<file path="src/rtl/uart_tx.sv">
// uart_tx: serialises one byte into an 11-bit frame on a registered tx line.
// Frame order: start(0), data bits 0..7, parity, stop(1). Each bit lasts
// BAUD_DIV clock cycles, timed by an internal bit-period counter.
//
// state    | meaning
// ---------+----------------------------------------------------------
// S_IDLE   | line high, waiting for tx_start
// S_START  | start bit (0) on the line
// S_DATA   | data bits, LSB first; idx_q tracks which bit is on the line
// S_PARITY | parity bit on the line
// S_STOP   | stop bit (1) on the line; tx_done fires when it ends
module uart_tx #(
    parameter int BAUD_DIV   = 16,
    parameter int PARITY_ODD = 0
) (
    input  logic       clk,
    input  logic       reset,
    input  logic       tx_start,
    input  logic [7:0] tx_data,
    output logic       tx,
    output logic       tx_busy,
    output logic       tx_done,
    output logic       baud_tick
);

    localparam int            CW       = $clog2(BAUD_DIV);
    localparam logic [CW-1:0] CNT_LAST = CW'(BAUD_DIV - 1);
    localparam logic          ODD      = (PARITY_ODD != 0);

    localparam logic [2:0] S_IDLE   = 3'd0;
    localparam logic [2:0] S_START  = 3'd1;
    localparam logic [2:0] S_DATA   = 3'd2;
    localparam logic [2:0] S_PARITY = 3'd3;
    localparam logic [2:0] S_STOP   = 3'd4;

    logic [2:0]    state_q, state_d;
    logic [CW-1:0] cnt_q, cnt_d;
    logic [2:0]    idx_q, idx_d;
    logic [7:0]    shift_q, shift_d;
    logic          par_q, par_d;
    logic          tx_q, tx_d;
    logic          busy_q, busy_d;
    logic          done_q, done_d;
    logic          tick;

    // Last cycle of the current bit period; never asserted while idle.
    assign tick = (state_q != S_IDLE) && (cnt_q == CNT_LAST);

    // Next-state logic: bit counter, frame sequencing and line value.
    always_comb begin
        state_d = state_q;
        idx_d   = idx_q;
        shift_d = shift_q;
        par_d   = par_q;
        tx_d    = tx_q;
        busy_d  = busy_q;
        done_d  = 1'b0;

        if ((state_q == S_IDLE) || tick) begin
            cnt_d = '0;
        end else begin
            cnt_d = cnt_q + 1'b1;
        end

        case (state_q)
            S_IDLE: begin
                idx_d = 3'd0;
                tx_d  = 1'b1;
                if (tx_start) begin
                    shift_d = tx_data;
                    par_d   = (^tx_data) ^ ODD;
                    tx_d    = 1'b0;
                    busy_d  = 1'b1;
                    state_d = S_START;
                end
            end
            S_START: begin
                if (tick) begin
                    tx_d    = shift_q[0];
                    shift_d = {1'b0, shift_q[7:1]};
                    idx_d   = 3'd0;
                    state_d = S_DATA;
                end
            end
            S_DATA: begin
                if (tick) begin
                    if (idx_q == 3'd7) begin
                        tx_d    = par_q;
                        state_d = S_PARITY;
                    end else begin
                        tx_d    = shift_q[0];
                        shift_d = {1'b0, shift_q[7:1]};
                        idx_d   = idx_q + 3'd1;
                    end
                end
            end
            S_PARITY: begin
                if (tick) begin
                    tx_d    = 1'b1;
                    state_d = S_STOP;
                end
            end
            S_STOP: begin
                if (tick) begin
                    tx_d    = 1'b1;
                    busy_d  = 1'b0;
                    done_d  = 1'b1;
                    state_d = S_IDLE;
                end
            end
            default: begin
                tx_d    = 1'b1;
                busy_d  = 1'b0;
                state_d = S_IDLE;
            end
        endcase
    end

    // State registers; reset abandons any partial frame and parks the line high.
    always_ff @(posedge clk or negedge reset) begin
        if (!reset) begin
            state_q <= S_IDLE;
            cnt_q   <= '0;
            idx_q   <= 3'd0;
            shift_q <= 8'd0;
            par_q   <= 1'b0;
            tx_q    <= 1'b1;
            busy_q  <= 1'b0;
            done_q  <= 1'b0;
        end else begin
            state_q <= state_d;
            cnt_q   <= cnt_d;
            idx_q   <= idx_d;
            shift_q <= shift_d;
            par_q   <= par_d;
            tx_q    <= tx_d;
            busy_q  <= busy_d;
            done_q  <= done_d;
        end
    end

    assign tx        = tx_q;
    assign tx_busy   = busy_q;
    assign tx_done   = done_q;
    assign baud_tick = tick;

endmodule

</file>
<file path="config.mk">
export PLATFORM = sky130hd
export DESIGN_NAME = uart_tx
export DESIGN_NICKNAME = d
export VERILOG_FILES = /design/src/rtl/uart_tx.sv
export SDC_FILE = /design/constraint.sdc
export NUM_CORES = 1
export LEC_CHECK = 0
export BUFFER_PORTS_ARGS = -buffer_cell sky130_fd_sc_hd__buf_2
export CAP_MARGIN = 15
export CORE_ASPECT_RATIO = 1.5
export CORE_MARGIN = 2
export CORE_UTILIZATION = 56
export CTS_CLUSTER_SIZE = 10
export DETAILED_ROUTE_END_ITERATION = 10
export GPL_ROUTABILITY_DRIVEN = 1
export GPL_TIMING_DRIVEN = 0
export PLACE_DENSITY_LB_ADDON = 0.1
export SETUP_SLACK_MARGIN = 0.15
export SYNTH_ARGS = -nofsm -noshare
export SYNTH_HDL_FRONTEND = slang
export SYNTH_SLANG_ARGS = --single-unit
</file>
<file path="constraint.sdc">
create_clock -name clk -period 2.3 [get_ports clk]
set_input_delay 0.23 -clock clk [delete_from_list [all_inputs] [get_ports clk]]
set_output_delay 0.23 -clock clk [all_outputs]
set_load 0.03 [all_outputs]
</file>
== Yosys cells after proc, flatten, opt, wreduce, memory -nomap -nowiden ==
Index checks and enable logic that the tools add are counted.

* Bits in registers: 22
* Logic and storage cells: 66
* Input bits: 11
* Output and inout bits: 4

* Bitwise operators: 1
* Reductions and logical operators: 14
* Add/subtract/negate cells: 2
* Mux-type cells: 27
* Equality and inequality tests: 14

{| class="wikitable"
|+ Operators by type and width
! operator !! count
|-
| 8-bit 2-to-1 mux || 4
|-
| 3-bit 2-to-1 mux || 8
|-
| 8-bit one-hot mux with 3 select lines || 1
|-
| 3-bit one-hot mux with 5 select lines || 1
|-
| 2-bit inequality test (second input constant) || 7
|-
| 1-bit 2-to-1 mux || 9
|-
| 3-bit one-hot mux with 3 select lines || 1
|-
| 8-bit XOR reduction || 1
|-
| 3-bit by 2-bit equality test with 1-bit output (second input constant) || 2
|-
| 3-bit equality test (second input constant) || 2
|-
| 3-bit AND reduction || 2
|-
| 6-bit AND reduction || 1
|-
| 3-bit nonzero test || 2
|-
| 5-bit AND reduction || 1
|-
| 4-bit by 1-bit adder with 4-bit output (second input constant) || 1
|-
| 4-bit equality test (second input constant) || 1
|-
| 4-bit 2-to-1 mux || 1
|-
| 1-bit one-hot mux with 4 select lines || 1
|-
| 4-bit AND reduction || 1
|-
| 3-bit by 1-bit adder with 3-bit output (second input constant) || 1
|-
| 3-bit by 1-bit equality test with 1-bit output (second input constant) || 1
|-
| 3-bit zero test || 1
|-
| 1-bit one-hot mux with 3 select lines || 1
|-
| 3-bit OR reduction || 1
|-
| 6 further kinds || 6
|}

== Logic depth before layout (Yosys ltp) ==
* Word-level depth: 4
* Gate-level depth with buffers: 6
* Depth with buffers taken out: 6

== Least setup slack after synthesis ==
OpenSTA, ideal clock, no wires.

* Kind: reg-to-reg
* From: reg idx_q[0]
* To: reg shift_q[0]
* Setup time: 0.079 ns
* Stages on the path, launching flop included: 7
* Path slack: 0.398 ns
* Required time: 2.221 ns
* Arrival: 1.822 ns
* Path through: dfrtp_1 -> ha_1 -> ha_1 -> or3b_4 -> a21oi_4 -> a21boi_4 -> a2bb2oi_1

* Cells in the longest elaborated chain, start to end: 3

{| class="wikitable"
|+ Ends and longest elaborated chain
! what !! RTL line !! text
|-
| from (decl) || 38 || <nowiki>logic [2:0] idx_q, idx_d;</nowiki>
|-
| from (signal assigned) || 133 || <nowiki>idx_q <= idx_d;</nowiki>
|-
| 3-bit equality test || 87 || <nowiki>if (idx_q == 3'd7) begin</nowiki>
|-
| 2-bit inequality test (no source line) || n/a ||
|-
| 5-bit AND reduction (no source line) || n/a ||
|-
| to (signal assigned) || 134 || <nowiki>shift_q <= shift_d;</nowiki>
|-
| to (decl) || 39 || <nowiki>logic [7:0] shift_q, shift_d;</nowiki>
|}

Every way passes these cells.
A chain may end at the register's enable or synchronous reset.

== Final worst setup path ==
* From: reg state_q[0]
* To: out baud_tick

* Cells in the longest elaborated chain, start to end: 2

{| class="wikitable"
|+ Ends and longest elaborated chain
! what !! RTL line !! text
|-
| from (decl) || 36 || <nowiki>logic [2:0] state_q, state_d;</nowiki>
|-
| from (signal assigned) || 131 || <nowiki>state_q <= state_d;</nowiki>
|-
| 3-bit nonzero test || 47 || <nowiki>assign tick = (state_q != S_IDLE) && (cnt_q == CNT_LAST);</nowiki>
|-
| 1-bit logical AND || 47 ||
|-
| to (decl) || 23 || <nowiki>output logic baud_tick</nowiki>
|}

Every way passes these cells.

==> implementation parameters <==
Parameter                              Value

Global routing
  Global-route wire length before repair ... 4170 µm
  Number of global-route vias before repair ... 924
  Initial antenna violation count ... 0
  Global route total overflow ... 0
  Largest net degree at the start of global routing ... 23
  GRT Resource Usage Total ... 0.221

Drt
  Aggregate routed wire length ... 2340 µm
  DR vias ... 913
  Count of nets left with antenna violations after detail routing ... 0
  First-pass DRT Iterations ... 4
  Average vias per placed instance ... 5.93
  DRC viols ... 0
  Routed wirelength normalized by instance count ... 15.2 µm
  Iteration-0 DRC Markers ... 12

Setup path
  FF-to-FF Start ... idx_q[0]
  Cells along the critical path ... buf_1 > nor3_2 > nor2_1 > buf_2
  Largest fanout of any net on the critical path ... 10
  Required time worst endpoint ... 2.07 ns
  Slowest-stage cell, CP ... nor3_2
  CP arrival ... 1.80 ns
  Count of cells along the worst register-to-register path ... 6
  Kind of start point of the critical path ... register
  Category of the most critical setup path ... reg -> out
  Capturing element type of the critical path ... output port
  R2R setup slack ... 0.31 ns
  Capturing point of the worst reg2reg path ... shift_q[6]
  Biggest cell delay along the critical path ... 0.53 ns

Synthesis
  Gate count after technology mapping ... 112
  Post-Synthesis Cell Area ... 0.00118 mm²
  Share of the yosys chip area belonging to registers ... 0.468
  Top cells by area in the synthesized netlist ... dfrtp_1 45%, xnor2_1 6.7%, a2bb2oi_1 5.2%
  Post-synth net total ... 126
  Async set-reset flop share out of synthesis ... 1.00
  Number of warnings printed during yosys synthesis ... 0
  Library cell with the highest instance count after synthesis ... dfrtp_1
  Top cells by instance count after synthesis ... 21 x dfrtp_1, 9 x nor2_1, 9 x xnor2_1, 7 x a2bb2oi_1, 7 x o22ai_1
  Number of distinct library cells after synthesis ... 38
  Number of register bits inferred by synthesis ... 22
  Per-instance average area after synthesis ... 10.5 µm²
  Ys flop type ... dfrtp_1
  Top cell type's share of synthesized area ... 0.445
  Count of flip-flops with a built-in enable after synthesis ... 0
  Library cell occupying the most area in the post-synthesis netlist ... dfrtp_1

Clock network
  Number of buffers created by CTS ... 3
  Level count of the clock H-tree ... 1
  Clock insertion delay at the later pin of the skew report ... 0.31 ns
  TritonCTS clock tree ... yes
  Clock transition at the register clock pins on the worst setup and hold paths after CTS ... 0.12 ns
  Maximum count of clock buffers along a single path ... 2
  Sinks on Clock Net ... 22
  Buffer cell driving the clock tree root ... clkbuf_4

STA
  Post-layout minimum cycle time ... 2.03 ns
  Tcrit/Tclk final ... 0.883
  Number of pins exceeding their max-slew limit in the final report ... 0
  Unrepaired setup endpoints after global routing ... no
  Clock skew after layout ... 0.00275 ns
  Final count of hold timing violations ... 0
  Max-slew headroom at the worst pin ... 0.621
  Setup Total Neg Slack ... 0 ns
  Transition at the pin with the smallest max-transition slack ... 0.566 ns
  Final Hold Slack ... 0.187 ns
  Setup violations, final ... 0
  Highest achievable clock rate ... 493 MHz

Power and ir drop
  Peak supply drop ... 0.000380 V
  Pwr/cell area ... 484 mW/mm²
  Reported leakage power ... 0.608 nW

Floorplan
  Vertical die dimension ... 60.2 µm
  I/O pin total ... 15
  Die width ... 41.5 µm
  Total die area ... 0.00250 mm²
  Initial cell density of the core ... 0.589
  Placeable Area ... 0.00200 mm²
  Number of rows in the core area ... 20

Final layout
  Ratio of cells with drive above 1 in the final layout ... 0.212
  Synth-to-layout area growth ... 13.3%
  Total inserted antenna cells ... 0
  Net count of the finished layout ... 147
  Final non-filler cell total ... 154

Run
  Max-capacitance violation count ... 0

Min path
  Endpoint of the worst hold-timing path ... par_q
  Start point of the worst min-delay path ... tx_start
  Hold Path Class ... in -> reg
  Number of cells traversed by the worst hold path ... 2

Placed design
  Port Buffers ... 14
  Final RePlAce weighted congestion ... 0.816
  Post-DP HPWL ... 1760 µm
  Cell Count Post-Placement ... 148

Status
  Result of the run ... completed
==> what timing repair did <==
item | CTS | global route
setup endpoints to repair | 9 | 0
setup buffers | 1 | 0
hold buffers | 1 | 0
resized for setup | 1 | 0
hold endpoints to repair | 21 | 0
==> logic make-up after synthesis <==
family | count (synthesis) | share of synthesized area
mux | 3 | 0.0265
fa+ha+maj | 3 | 0.0318
xor+xnor | 10 | 0.0742
simple gates | 29 | 0.129
compound gates | 34 | 0.228
flops | 22 | 0.468
buf+inv | 11 | 0.0424
==> layout make-up <==
cell class,instances,area (µm²)
fillers,179,666
plain buffers,5,27.5
repair buffers,16,87.6
flip-flops and latches,22,552
clock buffers,4,36.3
multi-input cells,79,583
well taps,22,27.5
inverters,6,22.5
==> state kept, by name, indices dropped and copies added (netlist names) <==
register / cells
shift_q: 8
par_q: 1
state_q: 3
tx_done: 1
idx_q: 3
tx: 1
cnt_q: 4
tx_busy: 1
==> layer usage <==
layer  vias up  track usage  part of all wire
li1        448            -                 -
met4         0       0.0968             0.018
met1       433        0.257              0.40
met5         -            0                 0
met2        27        0.413              0.55
met3         5       0.0181             0.036
==> power breakdown <==
group | total, W | switching, W | leakage [nW] | internal (W)
registers | 0.000388 | 0.000000546 | 0.282 | 0.000388
logic | 0.0000439 | 0.0000223 | 0.306 | 0.0000215
clock network | 0.000215 | 0.000118 | 0.0210 | 0.0000967
total | 0.000647 | 0.000141 | 0.608 | 0.000506
==> layout by cell type, fill, tap and decap left out, types with 4 or more instances in the layout <==
cell       Yosys  final
a21oi_1        6      6
dfrtp_1       21     21
o22ai_1        7      7
a2bb2oi_1      7      7
inv_1          6      6
nand2_1        5      5
o21ai_0        4      4
buf_2          1     15
xnor2_1        9      9
nor2_1         9      9
==> how the worst max path moves through the flow <==
stage	start	endpoint	slack [ns]	cells after the start
6_report	state_q[0]	baud_tick	0.27	4
5_1_grt	state_q[0]	baud_tick	0.15	4
4_1_cts	state_q[0]	baud_tick	0.26	4
3_5_place_dp	idx_q[0]	shift_q[6]	0.09	6
3_3_place_gp	idx_q[0]	shift_q[5]	0.20	6
2_1_floorplan	idx_q[0]	shift_q[0]	0.40	6
==> worst max-delay path, delay by kind of cell, from the launching register on <==
family / cells / cell delay [ns]
buf+inv: 2 / 0.43
flops: 1 / 0.43
simple gates: 2 / 0.62
==> stage by stage <==
step / util / cell area, µm² / worst slack (ns) / power (W)
2_1_floorplan: - / 1180 / 0.398 / 0.000417
3_3_place_gp: 0.638 / 1280 / 0.197 / 0.000438
3_5_place_dp: 0.638 / 1280 / 0.0856 / 0.000439
4_1_cts: 0.668 / 1340 / 0.256 / 0.000648
5_1_grt: 0.668 / 1340 / 0.152 / 0.000670
6_report: 0.668 / 1340 / 0.270 / 0.000647
Note: power is estimated with default switching activity, not from simulation.
